--- src/rtl/fsgn_pkg.sv ---
// fsgn_pkg: op encodings, slot states and NaN helper for the sign-injection arbiter
package fsgn_pkg;
  localparam logic [1:0] FSGN_J   = 2'b00;
  localparam logic [1:0] FSGN_JN  = 2'b01;
  localparam logic [1:0] FSGN_JX  = 2'b10;
  localparam logic [1:0] FSGN_RSV = 2'b11;
  typedef enum logic {EMPTY, FULL} slot_t;
  function automatic logic is_nan(input logic [31:0] v);
    return (&v[30:23]) & (|v[22:0]);
  endfunction
endpackage

--- src/rtl/fsgn_arbiter_if.sv ---
// fsgn_arbiter_if: two requester handshakes plus the result slot handshake
interface fsgn_arbiter_if #(parameter int TAG_W = 5);
  logic             req0_valid, req0_ready;
  logic [1:0]       req0_op;
  logic [31:0]      req0_x1, req0_x2;
  logic [TAG_W-1:0] req0_tag;
  logic             req1_valid, req1_ready;
  logic [1:0]       req1_op;
  logic [31:0]      req1_x1, req1_x2;
  logic [TAG_W-1:0] req1_tag;
  logic             res_valid, res_ready;
  logic [31:0]      res_y;
  logic             res_exception;
  logic [TAG_W-1:0] res_tag;
  logic             res_src;
  modport master (
    output req0_valid, req0_op, req0_x1, req0_x2, req0_tag,
    output req1_valid, req1_op, req1_x1, req1_x2, req1_tag,
    input  req0_ready, req1_ready,
    input  res_valid, res_y, res_exception, res_tag, res_src,
    output res_ready
  );
  modport slave (
    input  req0_valid, req0_op, req0_x1, req0_x2, req0_tag,
    input  req1_valid, req1_op, req1_x1, req1_x2, req1_tag,
    output req0_ready, req1_ready,
    output res_valid, res_y, res_exception, res_tag, res_src,
    input  res_ready
  );
endinterface

--- src/rtl/fsgn_core.sv ---
// fsgn_core: combinational fsgnj/fsgnjn/fsgnjx with NaN and illegal-op flag
module fsgn_core
  import fsgn_pkg::*;
(
  input  logic [1:0]  op,
  input  logic [31:0] x1,
  input  logic [31:0] x2,
  output logic [31:0] y,
  output logic        exception
);
  always_comb begin
    y = {op == FSGN_J ? x2[31] : op == FSGN_JN ? ~x2[31] : op == FSGN_JX ? x1[31] ^ x2[31] : x1[31], x1[30:0]};
    exception = (op == FSGN_RSV) | is_nan(x1) | is_nan(x2);
  end
endmodule

--- src/rtl/fsgn_arbiter.sv ---
// fsgn_arbiter: round-robin share of one sign-injection core feeding a one-entry result slot
module fsgn_arbiter
  import fsgn_pkg::*;
#(
  parameter int TAG_W = 5
) (
  input logic clk,
  input logic rst,
  fsgn_arbiter_if.slave b
);
  slot_t            state, state_n;
  logic             ptr, sel, accept, can_accept, exc;
  logic [1:0]       op;
  logic [31:0]      x1, x2, y;
  logic [TAG_W-1:0] tag;
  always_comb begin
    can_accept = ~rst & ((state == EMPTY) | b.res_ready);
    sel = (b.req0_valid & b.req1_valid) ? ptr : b.req1_valid;
    accept = can_accept & (b.req0_valid | b.req1_valid);
    op = sel ? b.req1_op : b.req0_op;
    x1 = sel ? b.req1_x1 : b.req0_x1;
    x2 = sel ? b.req1_x2 : b.req0_x2;
    tag = sel ? b.req1_tag : b.req0_tag;
    state_n = accept ? FULL : (state == FULL & ~b.res_ready) ? FULL : EMPTY;
  end
  assign b.req0_ready = accept & ~sel;
  assign b.req1_ready = accept & sel;
  assign b.res_valid = state == FULL;
  fsgn_core u_core (.op(op), .x1(x1), .x2(x2), .y(y), .exception(exc));
  always_ff @(posedge clk) begin
    if (rst) begin
      state <= EMPTY;
      ptr <= 1'b0;
      b.res_y <= '0;
      b.res_exception <= 1'b0;
      b.res_tag <= '0;
      b.res_src <= 1'b0;
    end else begin
      state <= state_n;
      if (accept) begin
        ptr <= ~sel;
        b.res_y <= y;
        b.res_exception <= exc;
        b.res_tag <= tag;
        b.res_src <= sel;
      end
    end
  end
endmodule

--- src/flat_wrapper.sv ---
// flat-port wrapper written by rule: the top's interface ports become plain ports
module fsgn_arbiter_flat import fsgn_pkg::*;
#(
  parameter int TAG_W = 5
)
  (clk, rst, b_req0_valid, b_req0_op, b_req0_x1, b_req0_x2, b_req0_tag, b_req1_valid, b_req1_op, b_req1_x1, b_req1_x2, b_req1_tag, b_req0_ready, b_req1_ready, b_res_valid, b_res_y, b_res_exception, b_res_tag, b_res_src, b_res_ready);
  fsgn_arbiter_if #(.TAG_W(TAG_W)) b_i ();
  input logic clk;
  input logic rst;
  input wire logic [$bits(b_i.req0_valid)-1:0] b_req0_valid;
  input wire logic [$bits(b_i.req0_op)-1:0] b_req0_op;
  input wire logic [$bits(b_i.req0_x1)-1:0] b_req0_x1;
  input wire logic [$bits(b_i.req0_x2)-1:0] b_req0_x2;
  input wire logic [$bits(b_i.req0_tag)-1:0] b_req0_tag;
  input wire logic [$bits(b_i.req1_valid)-1:0] b_req1_valid;
  input wire logic [$bits(b_i.req1_op)-1:0] b_req1_op;
  input wire logic [$bits(b_i.req1_x1)-1:0] b_req1_x1;
  input wire logic [$bits(b_i.req1_x2)-1:0] b_req1_x2;
  input wire logic [$bits(b_i.req1_tag)-1:0] b_req1_tag;
  output wire logic [$bits(b_i.req0_ready)-1:0] b_req0_ready;
  output wire logic [$bits(b_i.req1_ready)-1:0] b_req1_ready;
  output wire logic [$bits(b_i.res_valid)-1:0] b_res_valid;
  output wire logic [$bits(b_i.res_y)-1:0] b_res_y;
  output wire logic [$bits(b_i.res_exception)-1:0] b_res_exception;
  output wire logic [$bits(b_i.res_tag)-1:0] b_res_tag;
  output wire logic [$bits(b_i.res_src)-1:0] b_res_src;
  input wire logic [$bits(b_i.res_ready)-1:0] b_res_ready;
  assign b_i.req0_valid = b_req0_valid;
  assign b_i.req0_op = b_req0_op;
  assign b_i.req0_x1 = b_req0_x1;
  assign b_i.req0_x2 = b_req0_x2;
  assign b_i.req0_tag = b_req0_tag;
  assign b_i.req1_valid = b_req1_valid;
  assign b_i.req1_op = b_req1_op;
  assign b_i.req1_x1 = b_req1_x1;
  assign b_i.req1_x2 = b_req1_x2;
  assign b_i.req1_tag = b_req1_tag;
  assign b_req0_ready = b_i.req0_ready;
  assign b_req1_ready = b_i.req1_ready;
  assign b_res_valid = b_i.res_valid;
  assign b_res_y = b_i.res_y;
  assign b_res_exception = b_i.res_exception;
  assign b_res_tag = b_i.res_tag;
  assign b_res_src = b_i.res_src;
  assign b_i.res_ready = b_res_ready;
  fsgn_arbiter #(.TAG_W(TAG_W)) u_core (.clk(clk), .rst(rst), .b(b_i));
endmodule
--- config.mk ---
export PLATFORM = sky130hd
export DESIGN_NAME = fsgn_arbiter_flat
export DESIGN_NICKNAME = d
export VERILOG_FILES = /design/src/rtl/fsgn_pkg.sv /design/src/rtl/fsgn_arbiter_if.sv /design/src/rtl/fsgn_core.sv /design/src/rtl/fsgn_arbiter.sv /design/src/flat_wrapper.sv
export SDC_FILE = /design/constraint.sdc
export NUM_CORES = 1
export LEC_CHECK = 0
export ABC_AREA = 0
export ABC_CLOCK_PERIOD_IN_PS = 2100
export CAP_MARGIN = 0
export CORE_ASPECT_RATIO = 1.2
export CORE_UTILIZATION = 35
export CTS_BUF_LIST = sky130_fd_sc_hd__clkbuf_8 sky130_fd_sc_hd__clkbuf_16
export CTS_CLUSTER_DIAMETER = 80
export CTS_CLUSTER_SIZE = 14
export DETAILED_ROUTE_END_ITERATION = 16
export DONT_BUFFER_PORTS = 1
export GPL_ROUTABILITY_DRIVEN = 0
export HOLD_SLACK_MARGIN = 0.1
export PLACE_DENSITY_LB_ADDON = 0.3
export SLEW_MARGIN = 20
export SYNTH_ARGS = -nofsm -noshare
export SYNTH_HDL_FRONTEND = slang
export SYNTH_SLANG_ARGS = --single-unit
--- constraint.sdc ---
create_clock -name clk -period 2.1 [get_ports clk]
set_clock_uncertainty 0.1 [all_clocks]
set_input_delay 0.21 -clock clk [delete_from_list [all_inputs] [get_ports clk]]
set_output_delay 0.21 -clock clk [all_outputs]
set_load 0.05 [all_outputs]
==> out/results.ini, run 1 <==
[synth]
syn_inst = 251
mappedNetlistArea_um2 = 2190
synthAdderAreaFrac_pct = 0
synth_cell_types = 29
syn-num-nets = 398
synthMuxAreaShare_pct = 16.0
synth.ff_latch_count = 41
synth_top_family_by_area = simple AND/OR/NAND/NOR gates
yosysSeqAreaShare_pct = 37.5
syn_avg_cell_area_um2 = 8.73
yosysWarnings = 0
synth-xor-area-share_pct = 0.400
synth_compound_area_share_pct = 12.5
yosys.area_share.simple_pct = 28.9

[grt]
met1_usage_pct = 25.7
track_usage_pct = 22.7
grt_max_degree = 43
grt_pass1_vias = 2407
use_met3_pct = 7.40
use_met2_pct = 40.7
grt-busiest-layer = met2
grt_pass1_wl_um = 11200
antenna_found_initial = 0
grt-ovfl-total = 0

[die]
start_util_pct = 36.2
core_area_um2 = 6050
die_height_um = 88.7
die_area_um2 = 6580
rows = 31
die_w_um = 74.2
ios = 189

[detailed_routing]
vias_per_cell = 5.68
first_iter_violations = 62
routed_wl_um = 8020
dr.pass1.iters = 4
routedWlPerCell_um = 19.3
final_antenna_net_count = 0
drt_drc_violations_left = 0
vias = 2356

[layout]
diodes = 0
final_cell_mix = dlygate4sd3_1, dfxtp_1, mux2i_1
stdcell_count = 415
area_delta_synth_final_pct = 47.0
layout.nets = 479
fin_util_pct = 53.2
final_common_cell = dlygate4sd3_1
final_layout_size_suffix_gt1_share_pct = 8.11

[sta]
period_needed_ns = 2.00
hold_ws_ns = 0.124
maxSlewViolCount = 0
rsz0062_at_grt = no
tns_ns = 0
fin_ws_ns = 0.0976
tightest_slew_ns = 0.553
setup_viol_count_final = 0
fin_crit_sh_pct = 95.4
slew_headroom_pct = 63.1
max_freq_mhz = 499
hold_viol = 0

[power]
power_density_nw_per_um2 = 655
ir_drop_uv = 336
p_leak_uw = 0.00125

[setup_path]
critPathCaptureType = register
critPathRequiredTime_ns = 2.23
arrival_ns = 2.13
crit_fanout = 10
start_kind = register
worstSetupPathType = register to register

[clock_tree]
cts_made_buffers = 5
clock_tree.buffer_depth = 2
cts.htree.levels = 2
clock_latency_ns = 0.28
cts_tree = built
cts-root-buf = clkbuf_8
clk_pin_slew_worst_paths_ns = 0.07
cts_sinks = 41

[placed_design]
dpl.cell_count = 328
io_buffer_count = 0
pre_cts_slack_ns = 0.272
dp_hpwl_um = 5180

[min_path]
hold_path.class = input pin to register

[run_status]
status = finished clean

[run]
max_cap_violations = 0

## worst paths after layout
kind / startpoint / end / slack (ns) / cells past startpoint
setup / recovery: u_core.b.res_valid / u_core.b.res_tag[3] / 0.1 / 6
hold reg to reg: u_core.ptr / u_core.ptr / 0.49 / 2
hold / removal: rst / u_core.b.res_valid / 0.12 / 2
setup reg to reg: u_core.b.res_valid / u_core.b.res_tag[3] / 0.1 / 6
## logic make-up (layout without fill, tap and decap cells)
logic type / Yosys count / count (layout)
DFF: 41 / 41
and+or+nand+nor: 108 / 108
buffers and inverters: 20 / 102
xor gates and xnor gates: 1 / 1
AOI/OAI and AO/OA: 46 / 46
muxes: 35 / 35
## synth_stat cells
cell type	instances	share of area (%)
or3_1	1	0.29
dfxtp_1	41	37
nor4_1	21	6.0
nand3b_1	32	11
nand3_1	2	0.46
nor2_4	1	0.51
a211oi_1	1	0.34
a21oi_1	1	0.23
o211ai_1	2	0.69
o41ai_1	1	0.40
o21ai_2	1	0.40
nand4_1	13	3.7
buf_6	2	1.0
clkbuf_1	8	1.4
o21ai_0	29	6.6
nor3_1	6	1.4
nand2_1	16	2.7
o21ai_1	4	0.91
a311oi_1	5	2.0
o31a_1	1	0.40
buf_2	2	0.46
inv_1	3	0.51
xnor2_1	1	0.40
mux2i_1	35	16
a21boi_2	1	0.51
nor2_1	15	2.6
nor2b_1	1	0.29
buf_1	2	0.34
buf_4	3	1.0
## flip-flops by register name, indices dropped and copies added, names as in the netlist
register	count
u_core.ptr	1
u_core.b.res_exception	1
u_core.b.res_src	1
u_core.b.res_tag	5
u_core.b.res_y	32
u_core.b.res_valid	1
## where the power goes
group          leakage, uW  internal, uW  total, uW  switching [uW]
Sequential        0.000340           856       1170             309
Combinational     0.000860           254        446             192
Clock            0.0000491           226        497             272
Total              0.00125          1340       2110             773
## routing by layer
metal,part of all wire [%],wire (um),vias up
met5,0,0,-
met4,1.3,102,0
met3,8.0,641,10
met2,51,4060,124
met1,40,3210,1111
li1,-,-,1111
## critical path: stages (launching register included)
cell and delay (ns):
dfxtp_1 0.32, nor2b_1 0.15, nor3_1 0.19, buf_4 0.21
nor2_1 0.05, a311oi_1 0.31, dlygate4sd3_1 0.61
## per-stage QoR
step | instance area, um2 | total power, uW
2_1_floorplan | 2190 | 1390
3_3_place_gp | 2330 | 1450
3_5_place_dp | 2330 | 1460
4_1_cts | 3180 | 2110
5_1_grt | 3220 | 2200
6_report | 3220 | 2110
## what timing repair did
item / in CTS / in global routing
gates resized for setup: 1 / 2
endpoints found under the hold margin: 41 / 1
pin swaps: 0 / 1
endpoints found under the setup margin: 2 / 6
setup buffers: 0 / 2
hold buffers: 76 / 1
## area by class of cell
type                            instances  area (um2)
Multi-Input combinational cell        190        1290
Clock buffer                            5        68.8
Sequential cell                        41         821
Tap cell                               82         103
Fill cell                             576        2830
Clock inverter                          3        13.8
Timing Repair Buffer                   91         915
Inverter                                3        11.3
Power figures use the tool's default switching activity.
==> inputs of run 2 (changes only) <==
MAX_ROUTING_LAYER = met4   (was not set)
==> run 2 against run 1 <==
Sequential share of layout area unchanged; sequential power about the same; first-iteration DRC count increased by 16%; combinational power about the same; critical path depth unchanged; die area unchanged; count of clock-buffer cells in the layout unchanged; global-route usage increased by 0.67 points; critical path type unchanged; critical endpoint unchanged; largest cell class unchanged.
==> out/results.ini, run 2 (synthesis results as in run 1) <==
[layout]
top_register = u_core.b.res_y  ; unchanged
diodes = 0  ; unchanged
layout.nets = 479  ; unchanged
multiInputGateArea_um2 = 1290  ; unchanged
largestRegisters = u_core.b.res_y: 32 flops, u_core.b.res_tag: 5 flops  ; unchanged
fillers = 576  ; unchanged
final_layout_size_suffix_gt1_share_pct = 8.11  ; unchanged
seqCellArea_um2 = 821  ; unchanged
final_common_cell = dlygate4sd3_1  ; unchanged
area_delta_synth_final_pct = 47.0  ; unchanged
final_cell_mix = dlygate4sd3_1, dfxtp_1, mux2i_1  ; unchanged
largest_reg_flops = 32  ; unchanged

[detailed_routing]
drt_drc_violations_left = 0  ; unchanged
dr.pass1.iters = 4  ; unchanged
routed_wl_um = 8050  ; was 8020 um
vias_per_cell = 5.68  ; about the same
routedWlPerCell_um = 19.4  ; was 19.3 um
first_iter_violations = 72  ; was 62
vias = 2359  ; was 2356
final_antenna_net_count = 0  ; unchanged

[setup_path]
worstSetupPathType = register to register  ; unchanged
crit_fanout = 10  ; unchanged
worst_path_largest_cell_delay_ns = 0.61  ; about the same
arrival_ns = 2.13  ; about the same
path_cells = nor2b_1 -> nor3_1 -> buf_4 -> nor2_1 -> a311oi_1 -> dlygate4sd3_1  ; unchanged
start_kind = register  ; unchanged
critPathCaptureType = register  ; unchanged
cp_num_buf_inv = 2  ; unchanged
cpLargestDelayFamily = buffers and inverters  ; unchanged
critPathRequiredTime_ns = 2.23  ; about the same
worst_path_max_delay_cell = dlygate4sd3_1  ; unchanged

[sta]
hold_viol = 0  ; unchanged
fin_crit_sh_pct = 95.5  ; was 95.4%
hold_ws_ns = 0.117  ; was 0.124 ns
tightest_slew_ns = 0.553  ; about the same
period_needed_ns = 2.00  ; about the same
maxSlewViolCount = 0  ; unchanged
max_freq_mhz = 499  ; about the same
fin_ws_ns = 0.0955  ; was 0.0976 ns
rsz0062_at_grt = no  ; unchanged
tns_ns = 0  ; unchanged
slew_headroom_pct = 63.1  ; about the same
setup_viol_count_final = 0  ; unchanged

[clock_tree]
cts_sinks = 41  ; unchanged
cts-root-buf = clkbuf_8  ; unchanged
clock_latency_ns = 0.29  ; was 0.28 ns
clk_pin_slew_worst_paths_ns = 0.07  ; about the same
cts_made_buffers = 5  ; unchanged
cts.htree.levels = 2  ; unchanged
clock_tree.buffer_depth = 2  ; unchanged
cts_tree = built  ; unchanged

[power]
cell_internal_pwr_uw = 1340  ; about the same
p_clk_share_pct = 23.6  ; about the same
p_leak_uw = 0.00125  ; unchanged
power_density_nw_per_um2 = 655  ; about the same
seqPwrFrac_pct = 55.2  ; about the same
p_switching_uw = 775  ; was 773 uW
comb_power_share_pct = 21.2  ; about the same
p_sw_share_pct = 36.7  ; was 36.6%
ir_drop_uv = 337  ; was 336 uV

[die]
die_area_um2 = 6580  ; unchanged
core_area_um2 = 6050  ; unchanged
die_height_um = 88.7  ; unchanged
die_w_um = 74.2  ; unchanged
start_util_pct = 36.2  ; unchanged
rows = 31  ; unchanged
ios = 189  ; unchanged

[run_status]
status = finished clean  ; unchanged

[grt]
track_usage_pct = 23.4  ; was 22.7%
grt_pass1_vias = 2412  ; was 2407
grt_max_degree = 43  ; unchanged
antenna_found_initial = 0  ; unchanged
grt_pass1_wl_um = 11100  ; was 11200 um
grt-ovfl-total = 0  ; unchanged

[placed_design]
io_buffer_count = 0  ; unchanged
dp_hpwl_um = 5180  ; unchanged
pre_cts_slack_ns = 0.272  ; unchanged

[min_path]
hold_path.class = input pin to register  ; unchanged

[run]
max_cap_violations = 0  ; unchanged

-- run 2: stage by stage --
stage	instances	util, %	area (um2)	total power [uW]
finish	415	53.2	3220	2110
global route	415	53.2	3220	2200
CTS	412	52.6	3180	2110
detailed placement	328	38.5	2330	1460
global placement	328	38.5	2330	1450
floorplan	251	-	2190	1390
-- run 2: repair_timing --
action	4_1_cts	5_1_grt
hold endpoints to repair	41	1
hold buffers	76	1
resized for setup	1	2
pin swaps	0	1
setup endpoints to repair	2	6
setup buffers	0	2
-- run 2: worst reg2reg max path, delay by kind of cell (launching register included) --
family	cells	cell delay [ns]
buffers and inverters	2	0.82
and+or+nand+nor	3	0.39
AOI/OAI and AO/OA	1	0.30
DFF	1	0.32
-- run 2: path summary, 6_finish.rpt --
| check | start | to | slack, ns | cells after the start |
|---|---|---|---|---|
| max reg2reg | u_core.b.res_valid | u_core.b.res_tag[3] | 0.1 | 6 |
| min | rst | u_core.b.res_valid | 0.12 | 2 |
| min reg2reg | u_core.ptr | u_core.ptr | 0.49 | 2 |
| max | u_core.b.res_valid | u_core.b.res_tag[3] | 0.1 | 6 |
-- run 2: layout make-up --
class	instances	share of cell area, %
multi-input cells	190	40.0
repair buffers	91	28.4
flip-flops and latches	41	25.5
well taps	82	3.19
clock buffers	5	2.14
clock inverters	3	0.427
inverters	3	0.350
-- run 2: metal layers --
metal | wire (um) | vias up | global-route usage, %
met5 | 0 | - | -
met4 | 103 | 0 | 5.66
met3 | 623 | 10 | 6.61
met2 | 4080 | 123 | 40.7
met1 | 3250 | 1116 | 26.1
li1 | - | 1110 | -
-- run 2: power by group through the flow --
stage,sequential (uW),combinational (uW),clock [uW]
4_1_cts,1160,429,520
3_5_place_dp,1180,278,0
2_1_floorplan,1180,214,0
6_report,1160,447,499
3_3_place_gp,1180,272,0
5_1_grt,1170,482,544
==> inputs of run 3 (changes only) <==
ABC_CLOCK_PERIOD_IN_PS = 2300   (was 2100)
CORE_AREA = 2 2 74 76   (was not set)
CORE_ASPECT_RATIO = not set   (was 1.2)
CORE_UTILIZATION = not set   (was 35)
DIE_AREA = 0 0 76 78   (was not set)
clock period = 2.3 ns   (was 2.1 ns; I/O delays follow)
==> run 3 against run 2 <==
Fmax down 7.0%; register-to-register slack improved by 0.05 ns; count of clock-buffer cells in the layout unchanged; worst hold slack better by 0.0027 ns; utilization rose by 8.2 points; sequential cell count did not move; cell area is 3.8% lower; sequential share of layout area up 1.0 points; total power down 8.8%; die area shrank 9.9%; final cell count down 5.5%; critical path type unchanged.
==> out/results.ini, run 3 (synthesis results as in run 1) <==
[setup_path]
r2r_slack_ns = 0.14  ; was 0.1 ns
crit_fanout = 9  ; was 10
r2r_cells = 6  ; unchanged
critPathRequiredTime_ns = 2.34  ; was 2.23 ns
critPathCaptureType = register  ; unchanged
worstSetupPathType = register to register  ; unchanged
r2r-end = u_core.b.res_y[26]  ; was u_core.b.res_tag[3]
timing.rr.start = u_core.ptr  ; was u_core.b.res_valid
start_kind = register  ; unchanged
arrival_ns = 2.19  ; was 2.13 ns

[layout]
fillers = 418  ; was 576
largestRegisters = u_core.b.res_y: 32 flops, u_core.b.res_tag: 5 flops  ; unchanged
stdcell_count = 392  ; was 415
top_register = u_core.b.res_y  ; unchanged
largest_reg_flops = 32  ; unchanged
area_delta_synth_final_pct = 41.3  ; was 47.0%
final_cell_mix = dlygate4sd3_1, dfxtp_1, mux2i_1  ; unchanged
final_common_cell = dlygate4sd3_1  ; unchanged
fin_util_pct = 61.4  ; was 53.2%
layout.nets = 468  ; was 479
multiInputGateArea_um2 = 1280  ; was 1290 um2
seqCellArea_um2 = 821  ; unchanged
final_layout_size_suffix_gt1_share_pct = 5.90  ; was 8.11%
diodes = 0  ; unchanged

[power]
power_density_nw_per_um2 = 621  ; was 655 nW/um2
cell_internal_pwr_uw = 1210  ; was 1340 uW
comb_power_share_pct = 19.7  ; was 21.2%
ir_drop_uv = 305  ; was 337 uV
p_sw_share_pct = 37.2  ; was 36.7%
p_leak_uw = 0.00119  ; was 0.00125 uW
p_clk_share_pct = 24.4  ; was 23.6%
seqPwrFrac_pct = 55.9  ; was 55.2%
p_switching_uw = 716  ; was 775 uW

[die]
core_area_um2 = 5040  ; was 6050 um2
die_w_um = 76  ; was 74.2 um
die_area_um2 = 5930  ; was 6580 um2
start_util_pct = 43.4  ; was 36.2%
rows = 26  ; was 31
ios = 189  ; unchanged
die_height_um = 78  ; was 88.7 um

[sta]
fin_crit_sh_pct = 93.7  ; was 95.5%
hold_viol = 0  ; unchanged
setup_viol_count_final = 0  ; unchanged
tightest_slew_ns = 0.586  ; was 0.553 ns
max_freq_mhz = 464  ; was 499 MHz
slew_headroom_pct = 60.9  ; was 63.1%
period_needed_ns = 2.16  ; was 2.00 ns
rsz0062_at_grt = no  ; unchanged
hold_ws_ns = 0.119  ; was 0.117 ns
maxSlewViolCount = 0  ; unchanged
tns_ns = 0  ; unchanged

[run]
max_cap_violations = 0  ; unchanged

[detailed_routing]
vias = 2377  ; was 2359
routed_wl_um = 8260  ; was 8050 um
vias_per_cell = 6.06  ; was 5.68
routedWlPerCell_um = 21.1  ; was 19.4 um
final_antenna_net_count = 0  ; unchanged
dr.pass1.iters = 4  ; unchanged
drt_drc_violations_left = 0  ; unchanged
first_iter_violations = 120  ; was 72

[min_path]
hold_end = u_core.b.res_valid  ; unchanged
hold_path_depth = 2  ; unchanged
hp-start = rst  ; unchanged
hold_path.class = input pin to register  ; unchanged

[clock_tree]
cts_tree = built  ; unchanged
clk_pin_slew_worst_paths_ns = 0.08  ; was 0.07 ns
cts_made_buffers = 5  ; unchanged
cts_sinks = 41  ; unchanged
cts_setup_buffers = 0  ; unchanged
cts.htree.levels = 2  ; unchanged
clock_latency_ns = 0.29  ; about the same
clock_tree.buffer_depth = 2  ; unchanged
cts-root-buf = clkbuf_8  ; unchanged

[grt]
grt-ovfl-total = 0  ; unchanged
grt_pass1_vias = 2508  ; was 2412
grt_max_degree = 68  ; was 43
track_usage_pct = 28.2  ; was 23.4%
antenna_found_initial = 0  ; unchanged
grt_pass1_wl_um = 12700  ; was 11100 um

[placed_design]
dpl.cell_count = 310  ; was 328
io_buffer_count = 0  ; unchanged
dp_hpwl_um = 5230  ; was 5180 um

[run_status]
status = finished clean  ; unchanged

## run 3: power groups by stage
stage | registers (uW) | clock network, uW | logic (uW)
global placement | 1090 | 0 | 222
finish | 1080 | 470 | 379
floorplan | 1080 | 0 | 195
CTS | 1080 | 478 | 363
detailed placement | 1090 | 0 | 227
global route | 1080 | 508 | 415
## run 3: area by class of cell
| cell class | count | share of cell area (%) |
|---|---|---|
| clock buffer | 5 | 2.22 |
| clock inverter | 3 | 0.566 |
| inverter | 3 | 0.364 |
| multi-input combinational | 190 | 41.4 |
| sequential | 41 | 26.5 |
| tap | 70 | 2.83 |
| timing repair buffer | 80 | 26.1 |
## run 3: worst max-delay path: stages, from the launching register on
cell,delay (ns)
dfxtp_1,0.38
inv_1,0.11
a21boi_4,0.28
buf_4,0.27
mux2i_1,0.19
dlygate4sd3_1,0.58
o21ai_0,0.10
## run 3: per-layer routing
| metal | share of wire, % | track usage, % |
|---|---|---|
| met5 | 0 | - |
| met2 | 52 | 52.0 |
| met4 | 3.8 | 13.6 |
| met3 | 9.1 | 8.37 |
| met1 | 35 | 27.1 |
## run 3: how the worst max path moves through the flow
| stage | to | cells past startpoint | startpoint |
|---|---|---|---|
| after global routing | u_core.b.res_y[24] | 6 | u_core.ptr |
| after floorplan | b_req0_ready | 5 | u_core.b.res_valid |
| final | u_core.b.res_y[26] | 6 | u_core.ptr |
| after global placement | u_core.b.res_y[26] | 5 | u_core.b.res_valid |
| after detailed placement | u_core.b.res_y[16] | 5 | u_core.b.res_valid |
| after CTS | u_core.b.res_y[24] | 6 | u_core.ptr |
## run 3: timing repair
item,CTS,global route
hold buffers,74,0
hold endpoints to repair,41,0
endpoints found under the setup margin,0,6
resized for setup,0,1
## run 3: per-stage QoR
| step | total power [uW] | area [um2] | setup slack (ns) |
|---|---|---|---|
| after CTS | 1920 | 3090 | 0.100 |
| after detailed placement | 1320 | 2250 | 0.546 |
| after global routing | 2000 | 3100 | 0.0469 |
| after floorplan | 1270 | 2190 | 0.0175 |
| after global placement | 1310 | 2250 | 0.597 |
| final | 1920 | 3100 | 0.145 |
